$ cat src/rtl/store_buffer.sv
// store_buffer: DEPTH-entry store FIFO in front of a single-ported memory, plus a blocking load FSM.
// Define STORE_FWD_EN to let loads fully covered by buffered stores complete without a memory read.
module store_buffer #(
    parameter int DEPTH = 4
) (
    input  logic        clk,
    input  logic        reset,
    input  logic        MemWriteM,
    input  logic        MemReadM,
    input  logic        ByteM,
    input  logic [31:0] ALUOutM,
    input  logic [31:0] WriteDataM,
    output logic [31:0] ReadDataM,
    output logic        StallM,
    output logic        SbEmpty,
    output logic        mem_req,
    output logic        mem_we,
    output logic [29:0] mem_addr,
    output logic [31:0] mem_wdata,
    output logic [3:0]  mem_be,
    input  logic        mem_ready,
    input  logic [31:0] mem_rdata,
    input  logic        mem_rvalid
);
    localparam int AW = (DEPTH > 1) ? $clog2(DEPTH) : 1;
    localparam int CW = $clog2(DEPTH + 1);

    typedef struct packed {
        logic [29:0] addr;
        logic [31:0] data;
        logic [3:0]  be;
    } sb_entry_t;

    typedef enum logic [1:0] {IDLE, LREQ, LWAIT} state_t;

    sb_entry_t     sb [DEPTH];
    logic [AW-1:0] head, tail;
    logic [CW-1:0] count;
    state_t        state, state_nx;

    logic [29:0] word_addr;
    logic [3:0]  need_be;
    sb_entry_t   st_entry;
    logic        full, any_match, fwd_hit, ld_active, ld_go, drain, push, pop, rd_done;
    logic [31:0] ld_word;
    logic [7:0]  ld_byte;

    assign word_addr = ALUOutM[31:2];
    assign need_be   = ByteM ? (4'b0001 << ALUOutM[1:0]) : 4'b1111;
    assign st_entry  = {word_addr, (ByteM ? {4{WriteDataM[7:0]}} : WriteDataM), need_be};

    always_comb begin
        any_match = 1'b0;
        for (int k = 0; k < DEPTH; k++) begin
            if (CW'(k) < count && sb[head + AW'(k)].addr == word_addr)
                any_match = 1'b1;
        end
    end

`ifdef STORE_FWD_EN
    logic [3:0]  fwd_be;
    logic [31:0] fwd_data;

    // Walk oldest to youngest so younger stores overwrite older bytes.
    always_comb begin
        fwd_be   = '0;
        fwd_data = '0;
        for (int k = 0; k < DEPTH; k++) begin
            if (CW'(k) < count && sb[head + AW'(k)].addr == word_addr) begin
                for (int b = 0; b < 4; b++) begin
                    if (sb[head + AW'(k)].be[b]) begin
                        fwd_be[b]          = 1'b1;
                        fwd_data[8*b +: 8] = sb[head + AW'(k)].data[8*b +: 8];
                    end
                end
            end
        end
    end

    assign fwd_hit = any_match && ((fwd_be & need_be) == need_be);
    assign ld_word = rd_done ? mem_rdata : fwd_data;
`else
    assign fwd_hit = 1'b0;
    assign ld_word = mem_rdata;
`endif

    assign full      = (count == CW'(DEPTH));
    assign ld_active = !reset && state == IDLE && MemReadM;
    assign ld_go     = ld_active && !any_match;
    // Drain yields to a load that can issue or forward now, but keeps running for a load blocked on a match.
    assign drain     = !reset && state == IDLE && count != '0 && !ld_go && !(ld_active && fwd_hit);
    assign push      = !reset && MemWriteM && !full;
    assign pop       = drain && mem_ready;
    assign rd_done   = !reset && state == LWAIT && mem_rvalid;

    assign SbEmpty = reset || count == '0;
    assign StallM  = !reset && ((MemWriteM && full) ||
                                (state == IDLE && MemReadM && !fwd_hit) ||
                                state == LREQ ||
                                (state == LWAIT && !mem_rvalid));

    assign ld_byte   = ld_word[{ALUOutM[1:0], 3'b000} +: 8];
    assign ReadDataM = (rd_done || (ld_active && fwd_hit)) ?
                       (ByteM ? {24'h0, ld_byte} : ld_word) : '0;

    always_comb begin
        mem_req   = 1'b0;
        mem_we    = 1'b0;
        mem_addr  = '0;
        mem_wdata = '0;
        mem_be    = '0;
        if (!reset && state == LREQ) begin
            mem_req  = 1'b1;
            mem_addr = word_addr;
        end else if (drain) begin
            mem_req   = 1'b1;
            mem_we    = 1'b1;
            mem_addr  = sb[head].addr;
            mem_wdata = sb[head].data;
            mem_be    = sb[head].be;
        end
    end

    always_comb begin
        state_nx = state;
        case (state)
            IDLE:    if (ld_go)      state_nx = LREQ;
            LREQ:    if (mem_ready)  state_nx = LWAIT;
            LWAIT:   if (mem_rvalid) state_nx = IDLE;
            default: state_nx = IDLE;
        endcase
    end

    always_ff @(posedge clk) begin
        if (reset) begin
            state <= IDLE;
            head  <= '0;
            tail  <= '0;
            count <= '0;
        end else begin
            state <= state_nx;
            if (push) begin
                sb[tail] <= st_entry;
                tail     <= tail + AW'(1);
            end
            if (pop)
                head <= head + AW'(1);
            case ({push, pop})
                2'b10:   count <= count + CW'(1);
                2'b01:   count <= count - CW'(1);
                default: count <= count;
            endcase
        end
    end
endmodule

$ cat config.mk
export PLATFORM = sky130hd
export DESIGN_NAME = store_buffer
export DESIGN_NICKNAME = d
export VERILOG_FILES = /design/src/rtl/store_buffer.sv
export SDC_FILE = /design/constraint.sdc
export NUM_CORES = 1
export LEC_CHECK = 0
export ABC_AREA = 1
export BUFFER_PORTS_ARGS = -buffer_cell sky130_fd_sc_hd__buf_2
export CELL_PAD_IN_SITES_DETAIL_PLACEMENT = 0
export CELL_PAD_IN_SITES_GLOBAL_PLACEMENT = 2
export CORE_MARGIN = 2
export CORE_UTILIZATION = 34
export CTS_CLUSTER_DIAMETER = 30
export CTS_CLUSTER_SIZE = 10
export DETAILED_ROUTE_END_ITERATION = 7
export PLACE_DENSITY_LB_ADDON = 0.2
export SLEW_MARGIN = 20
export SYNTH_ARGS = -nofsm -noshare
export SYNTH_HDL_FRONTEND = slang
export SYNTH_SLANG_ARGS = --single-unit
$ cat constraint.sdc
create_clock -name clk -period 5.4 [get_ports clk]
set_input_delay 0 -clock clk [delete_from_list [all_inputs] [get_ports clk]]
set_output_delay 0 -clock clk [all_outputs]
set_load 0.01 [all_outputs]
# Yosys cells after proc, flatten, opt, wreduce, memory -nomap -nowiden
# Memories as Yosys holds them, arrays and structs flattened. A register that Yosys moved wholly into a read port is not among the register bits.
# Cells that the tools add are included.
[classes] addsub=6 n_mul=0 n_lt_le_gt_ge=4 div=0 eq_ne=12 reduce_logical=33 n_bitwise=0 muxes=27 shifts=2
[op_table] cell="2-to-1 mux 32 bit" count=5
[op_table] cell="equality test 30 bit" count=4
[op_table] cell="2-to-1 mux 30 bit" count=2
[op_table] cell="indexed part select 32 x 6 -> 8 bit" count=1
[op_table] cell="logical AND 1 bit" count=19
[op_table] cell="2-to-1 mux 4 bit" count=3
[op_table] cell="2-to-1 mux 1 bit" count=10
[op_table] cell="2-to-1 mux 2 bit" count=5
[op_table] cell="< comparator 1 x 3 -> 1 bit, first input constant" count=2
[op_table] cell="< comparator 2 x 3 -> 1 bit, first input constant" count=2
[op_table] cell="inequality test 2 bit, second input constant" count=3
[op_table] cell="one-hot mux 2 bit (3 select lines)" count=1
[op_table] cell="one-hot mux 3 bit (2 select lines)" count=1
[op_table] cell="logical NOT 1 bit" count=5
[op_table] cell="adder 2 x 1 -> 2 bit, second input constant" count=2
[op_table] cell="adder 2 bit, second input constant" count=2
[op_table] cell="equality test 2 x 1 -> 1 bit, second input constant" count=2
[op_table] cell="equality test 2 bit, second input constant" count=2
[op_table] cell="logical OR 1 bit" count=4
[op_table] cell="left shift 1 x 2 -> 4 bit, first input constant" count=1
[op_table] cell="adder 3 x 1 -> 3 bit, second input constant" count=1
[op_table] cell="equality test 3 bit, second input constant" count=1
[op_table] cell="logical NOT 3 bit" count=1
[op_table] cell="AND reduction 3 bit" count=1
[op_table] cell="4 further kinds" count=4
[word_totals] inputBits=103 out_inout_bits=102 wordCells=89 mem_count=1 rom_bits=0 latch_bits=0 register_bits=9 ramBits=264
[memory_table] name="sb" words=4 word_bits=66 read_ports=4 rd_ports_with_merged_regs=1 wr=1 line="36" source="sb_entry_t sb [DEPTH];"

# Depth between registers and ports, before layout
# Gate-level depths: netlist of the first run.
# An unclocked memory read counts as a cell.
[logic_depth] depth_word=14 ltp_mapped=25 ltp_nobuf=23

# Least setup slack after synthesis of the first run
# Ideal clock, no wire load.
[synth_timing] kind="reg2reg" startpoint="reg count[0]" endpoint="mem sb[0][0] in the netlist's numbering (enable)" setup_slack_ns=1.267 path_stages_with_launch=6 t_required_ns=4.909 setup_time_ns=0.491 period_less_slack_ns=4.133 arrival_ns=3.642 cell_sequence="dfxtp_1 inv_1 ha_1 nand2_1 nand3_1 nor2_1"
[synth_between] elab_chain_len=6
[synth_lines] element="start, declared" line="38" source="logic [CW-1:0] count;"
[synth_lines] element="start signal, assigned" line="149" source="2'b10: count <= count + CW'(1);"
[synth_lines] element="start signal, assigned" line="150" source="2'b01: count <= count - CW'(1);"
[synth_lines] element="start signal, assigned" line="151" source="default: count <= count;"
[synth_lines] element="equality test 3 bit" line="87" source="assign full = (count == CW'(DEPTH));"
[synth_lines] element="logical NOT 1 bit" line="92" source="assign push = !reset && MemWriteM && !full;"
[synth_lines] element="logical AND 1 bit" line="92"
[synth_lines] element="2-to-1 mux 1 bit" line="142" source="if (push) begin"
[synth_lines] element="2-to-1 mux 1 bit" line="135" source="if (reset) begin"
[synth_lines] element="2-to-1 mux 1 bit (implied by the code)" line="143" source="sb[tail] <= st_entry;"
[synth_lines] element="end, declared" line="36"
# No other way between the ends.

# Worst setup path after layout of the first run
[layout_timing] startpoint="reg head[0]" endpoint="out mem_addr[22]"
[layout_between] elab_chain_len=13 elab_cells_between_ends=19 classes_between="add/sub: 3; eq/ne: 3; mux: 5; reduce/logical: 7; memory: 1"
[layout_lines] element="start, declared" line="37" source="logic [AW-1:0] head, tail;"
[layout_lines] element="start signal, assigned" line="147" source="head <= head + AW'(1);"
[layout_lines] element="adder 2 x 1 -> 2 bit" line="55" source="if (CW'(k) < count && sb[head + AW'(k)].addr == word_addr)"
[layout_lines] element="memory (4 x 66 bit) *"
[layout_lines] element="equality test 30 bit" line="55"
[layout_lines] element="logical AND 1 bit" line="55"
[layout_lines] element="2-to-1 mux 1 bit (2 in series)" line="55"
[layout_lines] element="2-to-1 mux 1 bit *" line="55"
[layout_lines] element="logical NOT 1 bit *" line="89" source="assign ld_go = ld_active && !any_match;"
[layout_lines] element="logical AND 1 bit *" line="89"
[layout_lines] element="logical NOT 1 bit *" line="91" source="assign drain = !reset && state == IDLE && count != '0 && !ld_go && !(ld_active && fwd_hit);"
[layout_lines] element="logical AND 1 bit *" line="91"
[layout_lines] element="2-to-1 mux 30 bit *" line="115" source="end else if (drain) begin"
[layout_lines] element="2-to-1 mux 30 bit *" line="112" source="if (!reset && state == LREQ) begin"
[layout_lines] element="end, declared" line="18" source="output logic [29:0] mem_addr,"
# Every way passes the cells marked *; elsewhere a longest branch is shown, timed or not.

==> flow_summary.yaml, run 1 <==
pwr:
  p_sw_share_pct: 27.1
  p_switching_uw: 2180
  power_frac_comb_pct: 13.5
  p_per_area_mw_per_mm2: 375
  power_leakage_uw: 0.0102
  power.share.clock_pct: 55.9
  power.internal_uw: 5850
  share_seq_of_total_power_pct: 30.6
  peakVddDrop_mv: 0.370
final_layout:
  drive_above_1_share_pct: 14.9
  final_util_pct: 44.6
  fill_cells: 4754
  layout_commonest_cell: "nand2_1"
  fin_nets: 2594
  syn_to_final_growth_pct: 29.1
  final-seq-area_sq_mm: 0.00816
  fin_cells: 3160
  multi_input_area_sq_mm: 0.00732
  layout_common_cells: "nand2_1 (1073), edfxtp_1 (264), buf_2 (204)"
drt:
  dr.pass1.iters: 5
  via_count: 15610
  vias_per_cell: 4.94
  drtAntennaViolNets: 0
  wl_per_cell_microns: 18.7
  drc: 0
  first_iter_violations: 910
  finalWirelength_microns: 59200
yosys:
  ys_ff_latch: 275
  yosysUniqueCellTypes: 27
  netlist_area_sq_mm: 0.0166
  syn_nets: 2331
  yosys_warnings: 0
  seq_area_frac_synth_pct: 49.2
  synth_area_per_cell_sq_um: 7.46
  syn-instance-count: 2220
clock_network:
  cts_tree: "yes"
  h-tree-depth: 3
  path_clk_slew_ps: 50
  cts_root_buf: "clkbuf_16"
  clk_latency_ps: 620
  tritoncts_num_sinks: 275
  ctsResizeCount: 0
  cts_made_buffers: 73
  ctsLongestPathBuffers: 3
timing:
  rsz0062_at_grt: "false"
  fin_tns_setup_ps: 0
  finalSetupViolations: 0
  tightest_slew_ps: 1070
  worst_slew_margin_rel_pct: 28.7
  fmax_ghz: 0.216
  finalCritPeriodShare_pct: 85.7
  hold_slack_ps: 19.3
  finalHoldViolations: 0
  fin_crit_ps: 4630
  worst_slack_ps: 775
  finalMaxSlewViolations: 0
  clock_skew_ps: 34.5
global_route:
  grt_max_degree: 136
  grt_pass1_vias: 15408
  antenna_found_initial: 3
  grt_pass1_wl_microns: 89000
  grt_overflow: 0
  grt_usage_pct: 23.4
  grt_util_met3_pct: 4.53
  grt_use_met2_pct: 39.9
  busiest_layer: "met2"
  gr-usage-met1_pct: 29.3
critical_path:
  path_class: "flop to output pin"
  crit_required_ps: 5400
  end_kind: "output pin"
  startpoint_type: "flop"
  crit_fanout: 135
  crit_path_max_incr_delay_ps: 490
  cpMaxStageDelayCell: "dfxtp_4"
  path_buf_inv: 4
  critPathArrivalTime_ps: 4630
  path_cells: "buf_12 -> nand2_1 -> nand2_2 -> buf_4 -> nand2_1 -> nand3_1 -> nand2_1 -> nor2_1 -> nand2_1 -> nor2_1 -> nand2_1 -> nor2_1 -> nor2_1 -> nand3_2 -> nand2_4 -> buf_4 -> o22ai_1 -> buf_2"
  cpMostUsedCell: "nand2_1"
  path_delay_family: "simple AND/OR/NAND/NOR gates"
flow_run:
  maxCapViolations: 0
die:
  start_util_pct: 34.6
  die_h_microns: 225
  core_sq_mm: 0.0479
  num_io_pins: 205
  die_area_sq_mm: 0.0505
  fp-row-count: 80
  die_x_microns: 225
place:
  hpwlAfterDp_microns: 39300
  portBuffers: 204
  gp_congestion: 0.853
  place_inst: 2956
  post-place-ws_ps: 1270
outcome:
  outcome: "finished, final reports clean"
worst_hold_path:
  min_path_type: "input pin to flop"
-- power by group through the flow --
stage | Sequential [uW] | Combinational [uW] | Clock, uW
3_3_place_gp | 2490 | 1050 | 0
2_1_floorplan | 2480 | 676 | 0
5_1_grt | 2460 | 1220 | 4660
4_1_cts | 2460 | 1100 | 4550
3_5_place_dp | 2490 | 1060 | 0
6_report | 2460 | 1080 | 4480
-- cells by family (layout without fill, tap and decap cells) --
kind of cell,count (synthesis),in the layout,synth area share [%]
buffers and inverters,270,593,6.89
adder cells (fa/ha/maj),8,8,0.604
XOR/XNOR,18,18,0.951
AND/OR/NAND/NOR,1374,1374,32.4
AO/OA/AOI/OAI,275,275,9.94
flip-flops,275,275,49.2
other,0,2,0
-- sequential cells by signal (all words and copies together), names as in the netlist, named ones only --
signal	count
count	3
tail	2
head	2
state	2
sb	264
-- repair_timing --
action                                  CTS  global route
endpoints found under the setup margin    0             0
hold endpoints to repair                259             0
buffers inserted                          0             0
hold buffers                             67             0
-- Yosys cell counts --
master,instances,share of area [%]
nand3_2,1,0.060
o221ai_1,1,0.053
nand2_2,2,0.075
clkbuf_1,50,1.1
o22ai_2,20,1.5
a21oi_1,105,3.2
buf_2,39,1.2
nor2_1,136,3.1
ha_1,8,0.60
o21ai_0,93,2.8
edfxtp_1,264,48
o22ai_1,17,0.64
nor3_1,1,0.030
inv_2,2,0.045
a211oi_1,37,1.7
nand2_1,1076,24
buf_6,4,0.27
buf_4,13,0.59
nand3_1,151,4.6
xor2_1,18,0.95
or2_2,3,0.11
inv_1,157,3.6
dfxtp_1,11,1.3
o21a_1,1,0.045
o21ai_1,1,0.030
nand4_1,4,0.15
buf_1,5,0.11
-- routing by layer --
layer | routed length [microns] | vias up
li1 | - | 7794
met1 | 25900 | 7350
met2 | 28500 | 372
met3 | 3130 | 94
met4 | 1710 | 0
met5 | 0 | -
-- worst reg2reg max path, delay by kind of cell (launching register included) --
kind	cells	cell delay [ps]
adder cells (fa/ha/maj)	1	270
AND/OR/NAND/NOR	14	1900
AO/OA/AOI/OAI	3	320
buffers and inverters	3	980
flip-flops	1	490
-- per-stage QoR --
step	area, sq um	total power (uW)
after global placement	18100	3540
after floorplan	16600	3160
after detailed placement	18100	3550
final	21400	8020
after global routing	21400	8340
after CTS	21400	8110
-- final cells by class --
type	instances	share of cell area (%)
antenna	2	0.0234
clock buffer	90	8.89
clock inverter	45	3.17
inverter	159	2.82
multi-input combinational	1675	34.2
sequential	275	38.1
tap	615	3.60
timing repair buffer	299	9.13
-- final timing paths --
| kind | start | slack [ps] | to | cells after the start |
|---|---|---|---|---|
| max | head[0]$_SDFFE_PP0P_ | 770 | mem_addr[22] | 18 |
| min | ALUOutM[1] | 20 | sb[2][0]$_DFFE_PP_ | 2 |
| max reg2reg | head[0]$_SDFFE_PP0P_ | 1330 | count[2]$_SDFFE_PP0P_ | 21 |
| min reg2reg | tail[0]$_SDFFE_PP0P_ | 550 | tail[0]$_SDFFE_PP0P_ | 2 |
(Power assumes the default switching activity.)
==> run 2, diff against run 1 <==
Settings changed: BUFFER_PORTS_ARGS -buffer_cell sky130_fd_sc_hd__buf_2 to -buffer_cell sky130_fd_sc_hd__clkbuf_2.
==> run 2 against run 1 <==
Combinational power hardly changed. Total power up 7.1%. Setup slack lost 210 ps. Worst hold slack better by 32 ps. Sequential share of layout area shrank 0.73 points. Clock skew down 14 ps. Final area grew 2.0%. Critical path depth grew 3. Sequential cell count is the same. Critical endpoint is now mem_addr[13].
==> flow_summary.yaml, run 2 (synthesis gave the netlist of run 1 again) <==
outcome:
  outcome: "finished, final reports clean"
timing:
  fin_tns_setup_ps: 0
  fin_crit_ps: 4830
  worst_slew_margin_rel_pct: 32.7
  tightest_slew_ps: 1010
  rsz0062_at_grt: "false"
  clock_skew_ps: 20.4
  finalHoldViolations: 0
  finalMaxSlewViolations: 0
  finalCritPeriodShare_pct: 89.5
  fmax_ghz: 0.207
  finalSetupViolations: 0
pwr:
  share_seq_of_total_power_pct: 28.6
  power.internal_uw: 6340
  power.share.clock_pct: 58.6
  p_sw_share_pct: 26.3
  power_frac_comb_pct: 12.7
  p_per_area_mw_per_mm2: 394
  peakVddDrop_mv: 0.289
  p_switching_uw: 2260
  power_uw: 8600
  power_leakage_uw: 0.0103
critical_path:
  path_class: "flop to output pin"
  r2r_start: "head[0]$_SDFFE_PP0P_"
  crit_fanout: 70
  worst_r2r_path_depth: 22
  r2r_slack_ps: 1220
  crit_required_ps: 5400
  startpoint_type: "flop"
  critPathArrivalTime_ps: 4830
  worstReg2RegEnd: "count[2]$_SDFFE_PP0P_"
  end_kind: "output pin"
clock_network:
  tritoncts_num_sinks: 275
  post-cts-setup-buffers: 0
  cts_root_buf: "clkbuf_16"
  ctsResizeCount: 0
  clk_latency_ps: 620
  cts_tree: "yes"
  ctsHoldBuffers: 68
  path_clk_slew_ps: 50
  cts_made_buffers: 81
  ctsLongestPathBuffers: 3
  h-tree-depth: 3
drt:
  wl_per_cell_microns: 18.7
  finalWirelength_microns: 59500
  dr.pass1.iters: 5
  vias_per_cell: 4.94
  first_iter_violations: 1120
  drtAntennaViolNets: 0
  via_count: 15713
  drc: 0
final_layout:
  largest_register_ff_count: 264
  multi_input_area_sq_mm: 0.00732
  fill_cells: 4762
  top_register: "sb"
  final-seq-area_sq_mm: 0.00816
  drive_above_1_share_pct: 16.0
  fin_nets: 2606
  syn_to_final_growth_pct: 31.6
  top_regs: "sb: 264 flops, count: 3 flops"
  layout_common_cells: "nand2_1 (1073), edfxtp_1 (264), clkbuf_2 (204)"
  final_util_pct: 45.5
  layout_commonest_cell: "nand2_1"
die:
  die_area_sq_mm: 0.0505
  num_io_pins: 205
  start_util_pct: 34.6
  fp-row-count: 80
  die_h_microns: 225
  core_sq_mm: 0.0479
  die_x_microns: 225
place:
  hpwlAfterDp_microns: 39100
  gp_congestion: 0.828
  portBuffers: 204
worst_hold_path:
  min_path_cells: 2
  hold_path_startpoint: "ALUOutM[0]"
  hold_path_end: "sb[1][0]$_DFFE_PP_"
  min_path_type: "input pin to flop"
global_route:
  grt_pass1_vias: 15135
  grt_overflow: 0
  grt_pass1_wl_microns: 89500
  antenna_found_initial: 1
  grt_usage_pct: 23.5
  grt_max_degree: 93
flow_run:
  maxCapViolations: 0
## run 2: cell count changes in the layout (fill, tap and decap cells not counted), sizes merged, moves of 3 or more
| cell | change |
|---|---|
| bufinv | +4 |
| clkbuf | +203 |
| clkinv | +15 |
| buf | -201 |
| clkinvlp | -3 |
## run 2: final cells by class
class / instances / share of cell area, %
diodes: 1 / 0.0115
clock buffers: 89 / 9.63
clock inverters: 62 / 3.86
inverters: 159 / 2.77
multi-input cells: 1675 / 33.6
flip-flops and latches: 275 / 37.4
well taps: 615 / 3.53
repair buffers: 303 / 9.22
## run 2: worst max path at each step
stage / start / end / slack [ps] / cells past startpoint
after floorplan: count[0]$_SDFFE_PP0P_ / sb[0][0]$_DFFE_PP_ / 1270 / 5
after global placement: head[0]$_SDFFE_PP0P_ / mem_addr[13] / 1180 / 21
after detailed placement: head[0]$_SDFFE_PP0P_ / mem_addr[13] / 1200 / 21
after CTS: head[0]$_SDFFE_PP0P_ / mem_addr[13] / 530 / 21
after global routing: head[0]$_SDFFE_PP0P_ / mem_wdata[27] / 230 / 19
final: head[0]$_SDFFE_PP0P_ / mem_addr[13] / 570 / 21
## run 2: stage by stage
stage / instances / setup slack [ps] / instance area [sq um] / hold WS [ps]
floorplan: 2220 / 1270 / 16600 / 69.1
global placement: 2959 / 1180 / 18200 / 236
detailed placement: 2959 / 1200 / 18200 / 241
CTS: 3178 / 530 / 21800 / 18.7
global route: 3179 / 227 / 21800 / 96.3
finish: 3179 / 565 / 21800 / 51.5
## run 2: routing by layer
layer | GRT usage, % | routed length, microns
met1 | 29.9 | 26200
met2 | 40.0 | 29000
met3 | 5.32 | 3130
met4 | 6.64 | 1170
met5 | 0 | 0
## run 2: worst max-delay path: stages (launching register included)
cell	delay (ps)
dfxtp_4	510
clkinv_2	110
buf_4	330
buf_4	680
nand2_1	100
nand2_1	140
nand2_1	80
nand2_1	100
nand2_1	50
nand2_1	110
nor2_1	50
nand2_1	130
nor2_1	60
nand2_1	80
nor2_1	50
nor2_1	110
nand3_2	190
nand2_4	390
buf_12	280
buf_4	250
o22ai_2	110
clkbuf_2	160
## run 2: power groups by stage
stage,combinational (uW),sequential (uW),clock (uW)
3_3_place_gp,1060,2500,0
4_1_cts,1110,2460,5110
5_1_grt,1220,2470,5240
6_report,1100,2460,5040
3_5_place_dp,1060,2500,0
2_1_floorplan,676,2480,0
==> run 3, diff against run 2 <==
==> constraint.sdc (replaced) <==
create_clock -name clk -period 5.4 [get_ports clk]
set_input_delay 0 -clock clk [delete_from_list [all_inputs] [get_ports clk]]
set_output_delay 0 -clock clk [all_outputs]
set_load 0.05 [all_outputs]
==> run 3 against run 2 <==
Register-to-register slack improved by 240 ps. Sequential power about the same. Setup slack better by 130 ps. Sequential cell count did not move. Wire length decreased by 0.15%. Fmax rose by 2.8%. Critical path type unchanged.
==> flow_summary.yaml, run 3 (synthesis gave the netlist of run 1 again) <==
outcome:
  outcome: "finished, final reports clean"
global_route:
  grt_max_degree: 132
  grt_usage_pct: 23.7
  grt_overflow: 0
  grt_pass1_vias: 15300
  antenna_found_initial: 1
  grt_pass1_wl_microns: 89800
timing:
  finalCritPeriodShare_pct: 87.1
  finalMaxSlewViolations: 0
  rsz0062_at_grt: "false"
  tightest_slew_ps: 1010
  fin_tns_setup_ps: 0
  fin_crit_ps: 4700
  clock_skew_ps: 15.1
  worst_slack_ps: 698
  finalSetupViolations: 0
  fmax_ghz: 0.213
  worst_slew_margin_rel_pct: 32.8
  finalHoldViolations: 0
  hold_slack_ps: 50.4
drt:
  via_count: 15685
  vias_per_cell: 4.98
  finalWirelength_microns: 59400
  wl_per_cell_microns: 18.9
  drtAntennaViolNets: 0
  drc: 0
  first_iter_violations: 1297
  dr.pass1.iters: 5
place:
  hpwlAfterDp_microns: 39200
  placed_cell_area_sq_mm: 0.0182
  place_inst: 2953
  gp_congestion: 0.842
  post-place-ws_ps: 1320
  portBuffers: 204
final_layout:
  fin_cells: 3150
  syn_to_final_growth_pct: 28.1
  fin_nets: 2591
  layout_commonest_cell: "nand2_1"
  top_regs: "sb: 264 flops, count: 3 flops"
  drive_above_1_share_pct: 14.7
  largest_register_ff_count: 264
  fin_area_sq_mm: 0.0212
  top_register: "sb"
  layout_common_cells: "nand2_1 (1073), edfxtp_1 (264), clkbuf_2 (204)"
clock_network:
  clk_latency_ps: 600
  ctsResizeCount: 0
  post-cts-setup-buffers: 0
  ctsLongestPathBuffers: 3
  path_clk_slew_ps: 40
  cts_tree: "yes"
  cts_made_buffers: 73
  cts_root_buf: "clkbuf_16"
  h-tree-depth: 3
  tritoncts_num_sinks: 275
  ctsHoldBuffers: 67
critical_path:
  cpMostUsedCell: "nand2_1"
  startpoint_type: "flop"
  worstReg2RegEnd: "count[2]$_SDFFE_PP0P_"
  crit_required_ps: 5400
  endpoint: "mem_addr[2]"
  crit_fanout: 99
  cpMaxStageDelayCell: "dfxtp_4"
  r2r_slack_ps: 1460
  end_kind: "output pin"
  path_cells: "buf_12 -> nand2_1 -> nand3_1 -> nand2_1 -> o21ai_0 -> nor2_1 -> nand4_1 -> nor2_1 -> nand2_1 -> nand3_2 -> nand2_4 -> buf_4 -> inv_1 -> nand2_1 -> o21ai_0 -> clkbuf_2"
  worst_r2r_path_depth: 17
  path_class: "flop to output pin"
  crit_path_max_incr_delay_ps: 730
  critPathArrivalTime_ps: 4700
flow_run:
  maxCapViolations: 0
worst_hold_path:
  min_path_type: "input pin to flop"
die:
  die_area_sq_mm: 0.0505
  start_util_pct: 34.6
  die_h_microns: 225
  fp-row-count: 80
  die_x_microns: 225
  num_io_pins: 205
  core_sq_mm: 0.0479
pwr:
  p_per_area_mw_per_mm2: 371
  power_leakage_uw: 0.0100
  peakVddDrop_mv: 0.269
run 3: cell count changes in the layout (fill, tap and decap cells not counted), moves of 5 or more:
cell,previous run,this run
clkbuf_16,83,74
clkinv_2,21,16
clkinv_4,8,1
bufinv_16,16,8
buf_4,25,18
run 3: how the worst min path moves through the flow:
| stage | startpoint | cells after the start | end | slack, ps |
|---|---|---|---|---|
| floorplan | reset | 1 | state[1]$_SDFFE_PP0P_ | 70 |
| global placement | WriteDataM[7] | 1 | sb[2][11]$_DFFE_PP_ | 240 |
| detailed placement | WriteDataM[3] | 1 | sb[2][7]$_DFFE_PP_ | 250 |
| CTS | ALUOutM[0] | 3 | sb[1][3]$_DFFE_PP_ | 2 |
| global route | ALUOutM[0] | 3 | sb[2][3]$_DFFE_PP_ | 60 |
| finish | ALUOutM[0] | 3 | sb[2][3]$_DFFE_PP_ | 50 |
run 3: critical path: cells and delay by family, from the launching register on:
kind / cells / cell delay, ps
AO/OA/AOI/OAI: 2 / 710
buffers and inverters: 4 / 1310
flip-flops: 1 / 730
AND/OR/NAND/NOR: 10 / 1220
run 3: layout make-up:
class                           instances  area, sq um
Multi-Input combinational cell       1675         7320
Clock buffer                           84         1890
Sequential cell                       275         8160
Clock inverter                         45          513
Timing Repair Buffer                  296         1970
Inverter                              159          603
Fill cell                            4806        26700
Antenna cell                            1         2.50
Tap cell                              615          769
run 3: where the power goes:
part / leakage [uW] / switching, uW / internal (uW) / total [uW]
combinational: 0.00638 / 876 / 337 / 1210
clock: 0.00117 / 1330 / 2870 / 4200
sequential: 0.00249 / 38.0 / 2420 / 2460
total: 0.0100 / 2240 / 5640 / 7880
run 3: metal layers:
metal | global-route usage [%] | vias to the layer above | routed length [microns]
met5 | 0 | - | 0
met4 | 7.37 | 0 | 1460
met3 | 5.24 | 89 | 3530
met2 | 39.3 | 470 | 28400
met1 | 30.7 | 7334 | 26000
li1 | - | 7792 | -
run 3: through the flow:
stage          util, %  power, uW
6_report          44.3       7880
5_1_grt           44.3       8200
4_1_cts           44.3       7950
3_5_place_dp      37.9       3680
3_3_place_gp      37.8       3670
2_1_floorplan        -       3280
